## config.mk

```make
export PLATFORM = sky130hd
export DESIGN_NAME = mem_port_arbiter
export DESIGN_NICKNAME = d
export VERILOG_FILES = /design/src/rtl/mem_port_arbiter.sv
export SDC_FILE = /design/constraint.sdc
export NUM_CORES = 1
export LEC_CHECK = 0
export ABC_AREA = 1
export BUFFER_PORTS_ARGS = -buffer_cell sky130_fd_sc_hd__buf_2
export CAP_MARGIN = 20
export CORE_AREA = 2 2 105 107
export DETAILED_ROUTE_END_ITERATION = 6
export DIE_AREA = 0 0 107 109
export GPL_ROUTABILITY_DRIVEN = 0
export PLACE_DENSITY = 0.71
export SYNTH_ARGS = -nofsm -noshare
export SYNTH_HDL_FRONTEND = slang
export SYNTH_SLANG_ARGS = --single-unit
export TNS_END_PERCENT = 100
```

## constraint.sdc

```tcl
create_clock -name clk_i -period 1.5 [get_ports clk_i]
set_input_delay 0.15 -clock clk_i [delete_from_list [all_inputs] [get_ports clk_i]]
set_output_delay 0.15 -clock clk_i [all_outputs]
set_load 0.03 [all_outputs]
```

## src/rtl/mem_port_arbiter.sv

```systemverilog
// mem_port_arbiter: shares the single external memory port between the instruction-fetch
// requester (imem) and the data-access requester (dmem). At most one transaction is in
// flight. The owner of that transaction receives the response pulse.
//
// Ports
//   clk_i, reset_ni           : clock and synchronous active-low reset
//   imem_req_*/imem_addr_i    : fetch request handshake; fetches are always word reads
//   imem_resp_*               : fetch response pulse and read data
//   dmem_req_*/dmem_*_i       : data request handshake with address, store enable, size, data
//   dmem_resp_*               : data response pulse (loads and stores) and read data
//   mem_req_*/mem_*_o         : downstream request handshake and latched request fields
//   mem_resp_*                : downstream response pulse and read data
//
// Configuration
//   MEM_PORT_ARBITER_ROUND_ROBIN_EN : when defined, simultaneous requests alternate between
//   requesters based on the last grant. When undefined, dmem has fixed priority over imem.

package definitions;
  typedef enum logic [1:0] {
    MemSizeByte = 2'd0,
    MemSizeHalf = 2'd1,
    MemSizeWord = 2'd2
  } mem_access_size_t;
endpackage

module mem_port_arbiter
  import definitions::*;
(
  input  logic             clk_i,
  input  logic             reset_ni,

  input  logic             imem_req_valid_i,
  output logic             imem_req_ready_o,
  input  logic [31:0]      imem_addr_i,
  output logic             imem_resp_valid_o,
  output logic [31:0]      imem_resp_data_o,

  input  logic             dmem_req_valid_i,
  output logic             dmem_req_ready_o,
  input  logic [31:0]      dmem_addr_i,
  input  logic             dmem_wr_enable_i,
  input  mem_access_size_t dmem_size_i,
  input  logic [31:0]      dmem_wr_data_i,
  output logic             dmem_resp_valid_o,
  output logic [31:0]      dmem_resp_data_o,

  output logic             mem_req_valid_o,
  input  logic             mem_req_ready_i,
  output logic [31:0]      mem_addr_o,
  output logic             mem_wr_enable_o,
  output mem_access_size_t mem_size_o,
  output logic [31:0]      mem_wr_data_o,
  input  logic             mem_resp_valid_i,
  input  logic [31:0]      mem_resp_data_i
);

  typedef enum logic [1:0] {StIdle, StReq, StResp} state_e;

  localparam logic OwnerImem = 1'b0;
  localparam logic OwnerDmem = 1'b1;

  state_e           state_q, state_d;
  logic             owner_q, owner_d;
  logic [31:0]      addr_q, addr_d;
  logic             wr_enable_q, wr_enable_d;
  mem_access_size_t size_q, size_d;
  logic [31:0]      wr_data_q, wr_data_d;

  logic grant_imem, grant_dmem, accept;

`ifdef MEM_PORT_ARBITER_ROUND_ROBIN_EN
  logic last_grant_q, last_grant_d;

  // On contention, the requester that was not granted last time wins.
  always_comb begin
    grant_dmem = dmem_req_valid_i && (!imem_req_valid_i || (last_grant_q == OwnerImem));
    grant_imem = imem_req_valid_i && !grant_dmem;
  end
`else
  always_comb begin
    grant_dmem = dmem_req_valid_i;
    grant_imem = imem_req_valid_i && !dmem_req_valid_i;
  end
`endif

  assign accept           = (state_q == StIdle) && (grant_imem || grant_dmem);
  assign imem_req_ready_o = (state_q == StIdle) && grant_imem;
  assign dmem_req_ready_o = (state_q == StIdle) && grant_dmem;

  always_comb begin
    state_d     = state_q;
    owner_d     = owner_q;
    addr_d      = addr_q;
    wr_enable_d = wr_enable_q;
    size_d      = size_q;
    wr_data_d   = wr_data_q;
    unique case (state_q)
      StIdle: begin
        // Any mem_resp_valid_i seen here is stray and is simply dropped.
        if (accept) begin
          state_d = StReq;
          if (grant_dmem) begin
            owner_d     = OwnerDmem;
            addr_d      = dmem_addr_i;
            wr_enable_d = dmem_wr_enable_i;
            size_d      = dmem_size_i;
            wr_data_d   = dmem_wr_data_i;
          end else begin
            owner_d     = OwnerImem;
            addr_d      = imem_addr_i;
            wr_enable_d = 1'b0;
            size_d      = MemSizeWord;
            wr_data_d   = 32'h0;
          end
        end
      end
      StReq: begin
        if (mem_req_ready_i) state_d = StResp;
      end
      StResp: begin
        if (mem_resp_valid_i) state_d = StIdle;
      end
      default: state_d = StIdle;
    endcase
  end

  always_ff @(posedge clk_i) begin
    if (!reset_ni) begin
      state_q     <= StIdle;
      owner_q     <= OwnerImem;
      addr_q      <= 32'h0;
      wr_enable_q <= 1'b0;
      size_q      <= MemSizeByte;
      wr_data_q   <= 32'h0;
    end else begin
      state_q     <= state_d;
      owner_q     <= owner_d;
      addr_q      <= addr_d;
      wr_enable_q <= wr_enable_d;
      size_q      <= size_d;
      wr_data_q   <= wr_data_d;
    end
  end

`ifdef MEM_PORT_ARBITER_ROUND_ROBIN_EN
  always_comb begin
    last_grant_d = last_grant_q;
    if (accept) last_grant_d = grant_dmem ? OwnerDmem : OwnerImem;
  end

  always_ff @(posedge clk_i) begin
    if (!reset_ni) last_grant_q <= OwnerDmem;
    else           last_grant_q <= last_grant_d;
  end
`endif

  assign mem_req_valid_o = (state_q == StReq);
  assign mem_addr_o      = addr_q;
  assign mem_wr_enable_o = wr_enable_q;
  assign mem_size_o      = size_q;
  assign mem_wr_data_o   = wr_data_q;

  // Response data is broadcast; only the valid pulse is steered to the owner.
  assign imem_resp_data_o  = mem_resp_data_i;
  assign dmem_resp_data_o  = mem_resp_data_i;
  assign imem_resp_valid_o = (state_q == StResp) && mem_resp_valid_i && (owner_q == OwnerImem);
  assign dmem_resp_valid_o = (state_q == StResp) && mem_resp_valid_i && (owner_q == OwnerDmem);

endmodule

```

==> results of run 1 <==
[stage by stage]
stage | util (%) | instances
6_report | 41.2 | 800
5_1_grt | 41.2 | 800
2_1_floorplan | - | 551
3_5_place_dp | 38.8 | 780
4_1_cts | 40.8 | 798
3_3_place_gp | 38.8 | 780
[worst max-delay path, cell delays in order, from the launching register on]
cell      delay (ps)
dfxtp_1          340
nor2_4           130
buf_4            120
nand2_1           80
inv_1             70
clkbuf_4         180
[state kept, by name, summed over array words and instances, names as in the netlist]
name / cells
owner_q: 1
mem_wr_data_o: 32
mem_size_o: 2
state_q: 2
mem_wr_enable_o: 1
mem_addr_o: 32
[worst max-delay path by stage]
stage / startpoint / endpoint / slack (ps) / cells after the start
after floorplan: state_q[1]$_SDFFE_PN0P_ / imem_req_ready_o / 270 / 4
after global placement: state_q[1]$_SDFFE_PN0P_ / imem_req_ready_o / 240 / 5
after detailed placement: state_q[1]$_SDFFE_PN0P_ / imem_req_ready_o / 240 / 5
after CTS: state_q[1]$_SDFFE_PN0P_ / mem_wr_data_o[2]$_SDFFE_PN0P_ / 4 / 7
after global routing: state_q[0]$_SDFFE_PN0P_ / dmem_req_ready_o / 0.6 / 5
final: state_q[0]$_SDFFE_PN0P_ / dmem_req_ready_o / 90 / 5
[timing repair]
item | in CTS | in global routing
gates resized for setup | 1 | 3
pin swaps | 1 | 0
gates cloned | 0 | 1
setup endpoints to repair | 1 | 67
setup buffers | 2 | 1
[power by group through the flow]
stage,Clock [mW],Sequential [mW],Combinational (mW)
after floorplan,0,2.48,0.912
after global placement,0,2.15,1.31
after detailed placement,0,2.15,1.32
after CTS,1.63,2.11,1.33
after global routing,1.70,2.13,1.53
final,1.55,2.11,1.37
[cell usage in the layout (no fill, tap or decap), drive strengths merged]
cell type / count
o21ai: 1
inv: 41
nand3b: 1
buf: 187
dfxtp: 70
a21oi: 38
nand3: 35
nand2: 201
clkbuf: 12
clkinvlp: 1
bufinv: 1
clkinv: 2
nor2: 70
[layer usage]
layer / up-vias / wire length (um) / track usage [%]
li1: 1808 / - / -
met1: 1459 / 3920 / 16.9
met2: 148 / 4430 / 26.1
met3: 27 / 903 / 6.16
met4: 0 / 206 / 6.59
met5: - / 0 / 0
[area by class of cell]
cell class | count | area, um2
multi-input cells | 346 | 1410
inverters | 39 | 149
well taps | 140 | 175
flip-flops and latches | 70 | 1400
clock buffers | 10 | 128
fillers | 1163 | 6230
repair buffers | 189 | 1040
clock inverters | 6 | 68.8
[cells by family after synthesis]
| logic type | Yosys count | synth area share (%) |
|---|---|---|
| AOI/OAI and AO/OA | 39 | 5.38 |
| buffers and inverters | 135 | 22.4 |
| DFF | 70 | 38.6 |
| and+or+nand+nor | 307 | 33.6 |
==> results.md, run 1 <==
- Placeable Area: 10600 um2
- WHS Endpoint: mem_wr_data_o[18]$_SDFFE_PN0P_
- Final-report max-slew violation count: 0
- Net Count, Synth: 688
- Drt pass-1 iters: 4
- Reg-to-Reg End: mem_wr_data_o[14]$_SDFFE_PN0P_
- Overall power: roughly 5 mW
- Syn Area/Cell: roughly 6.6 um2
- Later-pin clock latency in the skew report: roughly 340 ps
- Sw frac: about a third
- NetSw: between 1.5 and 2 mW
- Gr usage total: between 15 and 20%
- Hold Slack: about 68 ps
- CTS clk-pin slew, worst paths: approximately 80 ps
- Cell count after synthesis: approximately 550
- Post-route DRC violation count: 0
- Worst-case reg-to-reg path depth: 7
- Clock power share: about 30%
- Yosys top cell area share: 38.6%
- CTS tree: yes
- Initial core utilization: between 30% and 40%
- Die ar.: between 10000 and 15000 um2
- Chip width: 107 um
- Crit share post-route: between 90% and 100%
- Synth cell count leaders: nand2_1, dfxtp_1, buf_4, nor2_1, a21oi_1
- Avg WL per Cell: ~12 um
- Hold WC Path Type: input pin to flop
- Worst slew pin tran: between 400 and 500 ps
- Final setup margin: 90.1 ps
- Max_cap viols: 0
- H-tree levels: 3
- Post-route ant nets: 0
- Number of global-route vias before repair: about 3000
- Hold wc startpoint: dmem_wr_data_i[18]
- CP required: about 1400 ps
- Combinational share of power: a little over a quarter
- Ant. Diodes: 0
- Worst path arrival time: ~1300 ps
- Vias per cell: 4.30
- Area leader, netlist: dfxtp_1
- Sequential share of the synthesized area: 38.6%
- Flops & latches, synth: 70
- Final Instance Area: approximately 4400 um2
- Initial antenna violation count: 0
- Clk_skew: roughly 11 ps
- GRT overflow: 0
- Die Ht: approximately 110 um
- CP Class: flop to output pin
- PD cells: about 1200 nW/um2
- Setup-failing EPs final: 0
- Number of hold buffers added after CTS: 0
- Largest net degree at the start of global routing: 100
- IO Pins: 273
- CTS Sinks: 70
- Crit. End Element: output pin
- Min Tclk post-route: 1410 ps
- DRT Wirelength: 9450 um
- Status: finished, final reports clean
- Dpl hpwl: 6230 um
- Leak: around 2.4 nW
- Global-route wire length before repair: 14000 um
- Dominant synthesized flop cell: dfxtp_1
- Fin nets: 792
- Synth area leaders: dfxtp_1, nand2_1, buf_4, nor2_1, a21oi_1
- Sequential Power Share: about two fifths
- Placed cell area: 4110 um2
- Number of failing hold endpoints at the final stage: 0
- EDFF count, synth: 0
- Post-Synthesis Cell Area: roughly 3600 um2
- Worst R2R Setup Slack: around 100 ps
- Post-Place Setup Slack: approximately 240 ps
- Synth cell types: 18
- Hold path depth: 3
- Reg2reg start: state_q[1]$_SDFFE_PN0P_
- Most common cell in the netlist: nand2_1
- DRT iter0 DRCs: around 130
- Yosys warns: 0
- Slew headroom: 73.0%
- Via count: about 3400
- Num CTS Buffers: 9
- FP Rows: 38
- Peak VDD IR: 561 uV
- Fmax: a little over 700 MHz
- Share of layout cells above drive strength 1: between 30% and 40%
- Asr flop ratio synth: 0%
- Bufs on Longest Clock Path: 2
- # port buffers: 176
- Setup TNS: 0 ps
- Unrepaired setup endpoints after global routing: no
- Internal power consumption: 3.28 mW
- Crit path launch type: flop
- Syn-to-layout area delta: 20.6%
- Clock tree root driver cell: clkbuf_8
- Maximum fanout along the worst path: 3
Power figures use the tool's default switching activity.
==> run 2: changes to the inputs <==
ABC_AREA = 0   (was 1)
CORE_AREA = 2 2 107 109   (was 2 2 105 107)
DIE_AREA = 0 0 109 111   (was 0 0 107 109)
PLACE_DENSITY = 0.68   (was 0.71)
==> results.md, run 2 <==
- Synth cell count leaders: dfxtp_1, buf_4, nand2_1
- Flops & latches, synth: 70
- Slowest CP cell: dfxtp_1
- Most common cell after layout, fill and taps aside: buf_2
- Crit path launch type: flop
- Area share of and/or/nand/nor cells after synthesis: ~11%
- Synth area leaders: dfxtp_1, buf_4, mux2i_1, o211a_1, a21boi_1
- XOR/XNOR share of the synthesized area: 0%
- H-tree levels: 3
- Worst slew pin tran: about 370 ps
- Setup TNS: 0 ps
- Vias per cell: about 4.8
- Die ar.: between 10000 and 15000 um2
- Number of failing hold endpoints at the final stage: 0
- Slew headroom: about 75%
- Net Count, Synth: roughly 520
- Crit. End Element: output pin
- Bufs on Longest Clock Path: 2
- Cell count after synthesis: between 300 and 400
- Worst R2R Setup Slack: 100 ps
- Later-pin clock latency in the skew report: 330 ps
- Num CTS Buffers: 9
- Area leader, netlist: dfxtp_1
- EDFF count, synth: 0
- FP Rows: 39
- # port buffers: 176
- Number of global-route vias before repair: about 3000
- Synth cell types: 25
- Share of layout cells above drive strength 1: 42.2%
- Status: finished, final reports clean
- Syn Area/Cell: between 9 and 10 um2
- Max_cap viols: 0
- Most frequent cells in the layout: buf_2, dfxtp_1, nand2_1
- Asr flop ratio synth: 0%
- DRT iter0 DRCs: 78
- Post-Place Setup Slack: roughly 57 ps
- CP max stage delay: approximately 340 ps
- Maximum fanout along the worst path: 4
- Clk_skew: 2.66 ps
- CP Depth: 3
- Dpl hpwl: roughly 7400 um
- Worst-case reg-to-reg path depth: 5
- Overall power: 5.37 mW
- Post-synthesis mux area share: under 10%
- Placeable Area: between 10000 and 15000 um2
- Peak VDD IR: 455 uV
- Fmax: between 600 and 700 MHz
- Most common cell in the netlist: dfxtp_1
- Via count: about 3000
- WHS Endpoint: mem_wr_data_o[14]$_SDFFE_PN0P_
- Sequential share of the synthesized area: roughly two fifths
- CTS clk-pin slew, worst paths: around 60 ps
- Largest family of logic cells by synthesized area: compound AO/OA/AOI/OAI gates
- CTS tree: yes
- Post-route ant nets: 0
- Fin nets: slightly above 600
- Worst path arrival time: 1300 ps
- Worst path top cell family by delay: simple AND/OR/NAND/NOR gates
- Yosys top cell area share: between 30 and 40%
- CP Class: flop to output pin
- Hold Slack: 55.9 ps
- Syn-to-layout area delta: 22.5%
- Clock tree root driver cell: clkbuf_16
- Yosys warns: 0
- Number of hold buffers added after CTS: 0
- DRT Wirelength: 9910 um
- Unrepaired setup endpoints after global routing: no
- Placed insts: 617
- Die Ht: 111 um
- Final-report max-slew violation count: 0
- Dominant synthesized flop cell: dfxtp_1
- Initial core utilization: 32.5%
- Initial antenna violation count: 1
- CTS Sinks: 70
- WP buf/inv: 1
- Setup-failing EPs final: 0
- Hold wc startpoint: dmem_wr_data_i[14]
- Global-route wire length before repair: between 10000 and 15000 um
- Gr usage total: approximately 16%
- Post-route DRC violation count: 0
- Final setup margin: 46.6 ps
- CP Cell Sequence: or2_4 > nor3b_4 > buf_6
- Min Tclk post-route: 1450 ps
- Hold WC Path Type: input pin to flop
- Largest net degree at the start of global routing: 71
- CP required: between 1000 and 1500 ps
- Cell Count, Final, Fillers Out: between 600 and 700
- Reg2reg start: state_q[0]$_SDFFE_PN0P_
- Fraction of the mapped netlist area in adder cells: 0%
- Reg-to-Reg End: mem_addr_o[22]$_SDFFE_PN0P_
- Hold path depth: 3
- GRT overflow: 0
- Filler Cells Inserted: 1102
- Post-synthesis compound-gate area fraction: 21.8%
- Crit share post-route: 96.9%
- Leak: about 2.4 nW
- Avg WL per Cell: approximately 16 um
- Post-Synthesis Cell Area: between 3000 and 4000 um2
- IO Pins: ~270
- PD cells: 1220 nW/um2
- Drt pass-1 iters: 4
- Chip width: approximately 110 um
-- run 2: cell types whose count changed in the layout (fill, tap and decap cells not counted), moves of 28 or more --
cell / change
o211a_1: +32
o21ai_0: +28
a21oi_1: -38
nand2_1: -163
mux2i_1: +32
nor2_1: -68
inv_1: -36
a21boi_1: +30
-- run 2: cells by family after synthesis --
kind of cell / after synthesis
muxes: 32
DFF: 70
buffers and inverters: 98
and+or+nand+nor: 80
AOI/OAI and AO/OA: 105
-- run 2: cell type report --
cell class	count	area, um2	area share, %
Timing Repair Buffer	186	1020	23.2
Inverter	2	10.0	0.227
Sequential cell	70	1400	31.7
Clock buffer	12	256	5.81
Clock inverter	3	20.0	0.454
Multi-Input combinational cell	217	1520	34.4
Tap cell	143	179	4.05
Antenna cell	1	2.50	0.0567
-- run 2: what timing repair did --
action	4_1_cts	5_1_grt
hold endpoints to repair	0	0
setup buffers	1	0
pin swaps	2	0
resized for setup	4	4
setup endpoints to repair	1	4
-- run 2: worst reg2reg max path: stages, from the launching register on --
cell and delay (ps):
dfxtp_1 340, or2_4 270, buf_4 170, nor2_8 200
buf_12 210, o211a_1 150
-- run 2: how the worst max path moves through the flow --
stage                             from                             to  slack, ps
2_1_floorplan  state_q[1]$_SDFFE_PN0P_               imem_req_ready_o         50
3_3_place_gp   state_q[0]$_SDFFE_PN0P_  mem_wr_data_o[0]$_SDFFE_PN0P_        120
3_5_place_dp   state_q[0]$_SDFFE_PN0P_  mem_wr_data_o[1]$_SDFFE_PN0P_         60
4_1_cts        state_q[1]$_SDFFE_PN0P_               dmem_req_ready_o         10
5_1_grt        state_q[0]$_SDFFE_PN0P_               imem_req_ready_o          8
6_report       state_q[0]$_SDFFE_PN0P_               imem_req_ready_o         50
-- run 2: per-stage QoR --
stage	area, um2	util [%]
after floorplan	3610	-
after global placement	4110	37.1
after detailed placement	4110	37.1
after CTS	4410	39.8
after global routing	4410	39.9
final	4410	39.9
-- run 2: per-layer routing --
metal  GRT usage (%)  share of wire, %  vias to the layer above
met5               0                 0                        -
met1            16.1                37                     1397
met3            6.35               9.7                       32
li1                -                 -                     1473
met4            8.29               3.7                        0
met2            28.5                50                      128
-- run 2: power by group --
part	total [mW]	switching, mW	leakage, nW	internal [mW]
logic	1.28	0.797	1.69	0.486
registers	2.12	0.0900	0.578	2.03
clock network	1.96	0.767	0.131	1.20
==> run 3: changes to the inputs <==
CELL_PAD_IN_SITES_DETAIL_PLACEMENT = 1   (was not set)
CELL_PAD_IN_SITES_GLOBAL_PLACEMENT = 1   (was not set)
CORE_AREA = not set   (was 2 2 107 109)
CORE_MARGIN = 1   (was not set)
CORE_UTILIZATION = 28   (was not set)
DIE_AREA = not set   (was 0 0 109 111)
PLACE_DENSITY = not set   (was 0.68)
PLACE_DENSITY_LB_ADDON = 0.1   (was not set)
==> results.md, run 3 (synthesized netlist as in run 2, its figures left out) <==
- Placed cell area: approximately 4200 um2
- Placeable Area: between 10000 and 15000 um2
- PD cells: between 1000 and 1500 nW/um2
- CP Class: flop to output pin
- Crit path launch type: flop
- IO Pins: between 200 and 300
- Slew headroom: between 70% and 80%
- Max_cap viols: 0
- Die Ht: 115 um
- Maximum fanout along the worst path: 4
- Post-route ant nets: 0
- Initial core utilization: approximately 29%
- DRT Wirelength: approximately 9900 um
- Worst path arrival time: roughly 1300 ps
- Final core utilization: 36.2%
- Post-Place Setup Slack: 113 ps
- CTS Sinks: 70
- Ant. Diodes: 0
- Vias per cell: 4.55
- Final Instance Area: between 4000 and 5000 um2
- Clock tree root driver cell: clkbuf_16
- Most common cell after layout, fill and taps aside: buf_2
- Sequential Power Share: about 37%
- H-tree levels: 3
- Bufs on Longest Clock Path: 2
- Final setup margin: 22.2 ps
- Reg area: ~1400 um2
- Dpl hpwl: 7050 um
- Cell Count, Final, Fillers Out: approximately 670
- Peak VDD IR: about 480 uV
- Crit share post-route: between 90% and 100%
- Min Tclk post-route: approximately 1500 ps
- Final-report max-slew violation count: 0
- Clk_skew: around 6 ps
- FP Rows: just over 40
- Leak: 2.45 nW
- Status: finished, final reports clean
- Later-pin clock latency in the skew report: about 320 ps
- Area of the multi-input gates: ~1500 um2
- CTS tree: yes
- Fin nets: 629
- CTS clk-pin slew, worst paths: about 60 ps
- DRT iter0 DRCs: between 150 and 200
- # port buffers: between 150 and 200
- Number of global-route vias before repair: a little under 3000
- Largest net degree at the start of global routing: 71
- Share of layout cells above drive strength 1: 43.7%
- Gr usage total: 14.9%
- Number of failing hold endpoints at the final stage: 0
- Hold WC Path Type: input pin to flop
- Setup-failing EPs final: 0
- Fmax: slightly below 700 MHz
- Die ar.: approximately 13000 um2
- Placed insts: 650
- Global-route wire length before repair: 15200 um
- GRT overflow: 0
- Num CTS Buffers: 9
- NetSw: 1.69 mW
- Drt pass-1 iters: 4
- Internal power consumption: slightly above 4 mW
- Post-route DRC violation count: 0
- Most frequent cells in the layout: buf_2, dfxtp_1, nand2_1
- Unrepaired setup endpoints after global routing: yes
- CP required: between 1000 and 1500 ps
- Initial antenna violation count: 0
- Sw frac: between 20% and 30%
- Avg WL per Cell: ~15 um
- Combinational share of power: approximately 23%
- Chip width: between 100 and 150 um
- Filler Cells Inserted: 1492
- Worst slew pin tran: around 300 ps
- Clock power share: about two fifths
- Via count: around 3000
- Setup TNS: 0 ps
- Crit. End Element: output pin
- Syn-to-layout area delta: 26.3%
run 3: changes by cell type in the layout (fill, tap and decap cells not counted), moves of 2 or more:
cell | before | now
o21ai_0 | 29 | 31
buf_4 | 5 | 11
clkbuf_4 | 0 | 2
dfxtp_2 | 0 | 2
bufinv_16 | 0 | 2
dfxtp_1 | 70 | 68
buf_2 | 175 | 173
o21ai_1 | 5 | 3
run 3: path summary, 6_finish.rpt:
kind | startpoint | to | slack (ps) | cells after the start
worst max-delay path | state_q[0]$_SDFFE_PN0P_ | imem_req_ready_o | 20 | 3
worst min-delay path | dmem_wr_data_i[11] | mem_wr_data_o[11]$_SDFFE_PN0P_ | 60 | 3
worst max register to register | state_q[0]$_SDFFE_PN0P_ | mem_addr_o[29]$_SDFFE_PN0P_ | 100 | 5
worst min register to register | mem_wr_data_o[24]$_SDFFE_PN0P_ | mem_wr_data_o[24]$_SDFFE_PN0P_ | 470 | 2
run 3: cell type report:
| type | instances | area share (%) |
|---|---|---|
| Clock buffer | 10 | 5.25 |
| Timing Repair Buffer | 192 | 23.6 |
| Multi-Input combinational cell | 217 | 33.5 |
| Sequential cell | 70 | 30.8 |
| Inverter | 2 | 0.165 |
| Clock inverter | 6 | 1.87 |
| Tap cell | 172 | 4.73 |
run 3: stage by stage:
step	hold slack [ps]	power, mW
after floorplan	285	3.33
after global placement	300	3.46
after detailed placement	300	3.48
after CTS	44.6	5.83
after global routing	52.5	6.05
final	59.0	5.73
run 3: layer usage:
layer	wire (um)	share of wire (%)	GRT usage, %
met5	0	0	0
met4	102	1.0	4.76
met3	812	8.2	5.23
met2	4600	47	23.8
met1	4330	44	18.7
run 3: power by group through the flow:
stage	logic, mW	registers, mW	clock network, mW
after floorplan	0.853	2.48	0
after global placement	1.31	2.15	0
after detailed placement	1.32	2.16	0
after CTS	1.33	2.12	2.38
after global routing	1.44	2.14	2.46
final	1.32	2.12	2.29
run 3: critical path: stages (launching register included):
cell and delay, ps:
dfxtp_2 340, or2_4 280, nor3b_4 230, buf_6 160
run 3: timing repair:
item,4_1_cts,5_1_grt
setup endpoints to repair,3,4
hold buffers,0,0
setup buffers,0,3
pin swaps,1,2
gates resized for setup,5,5
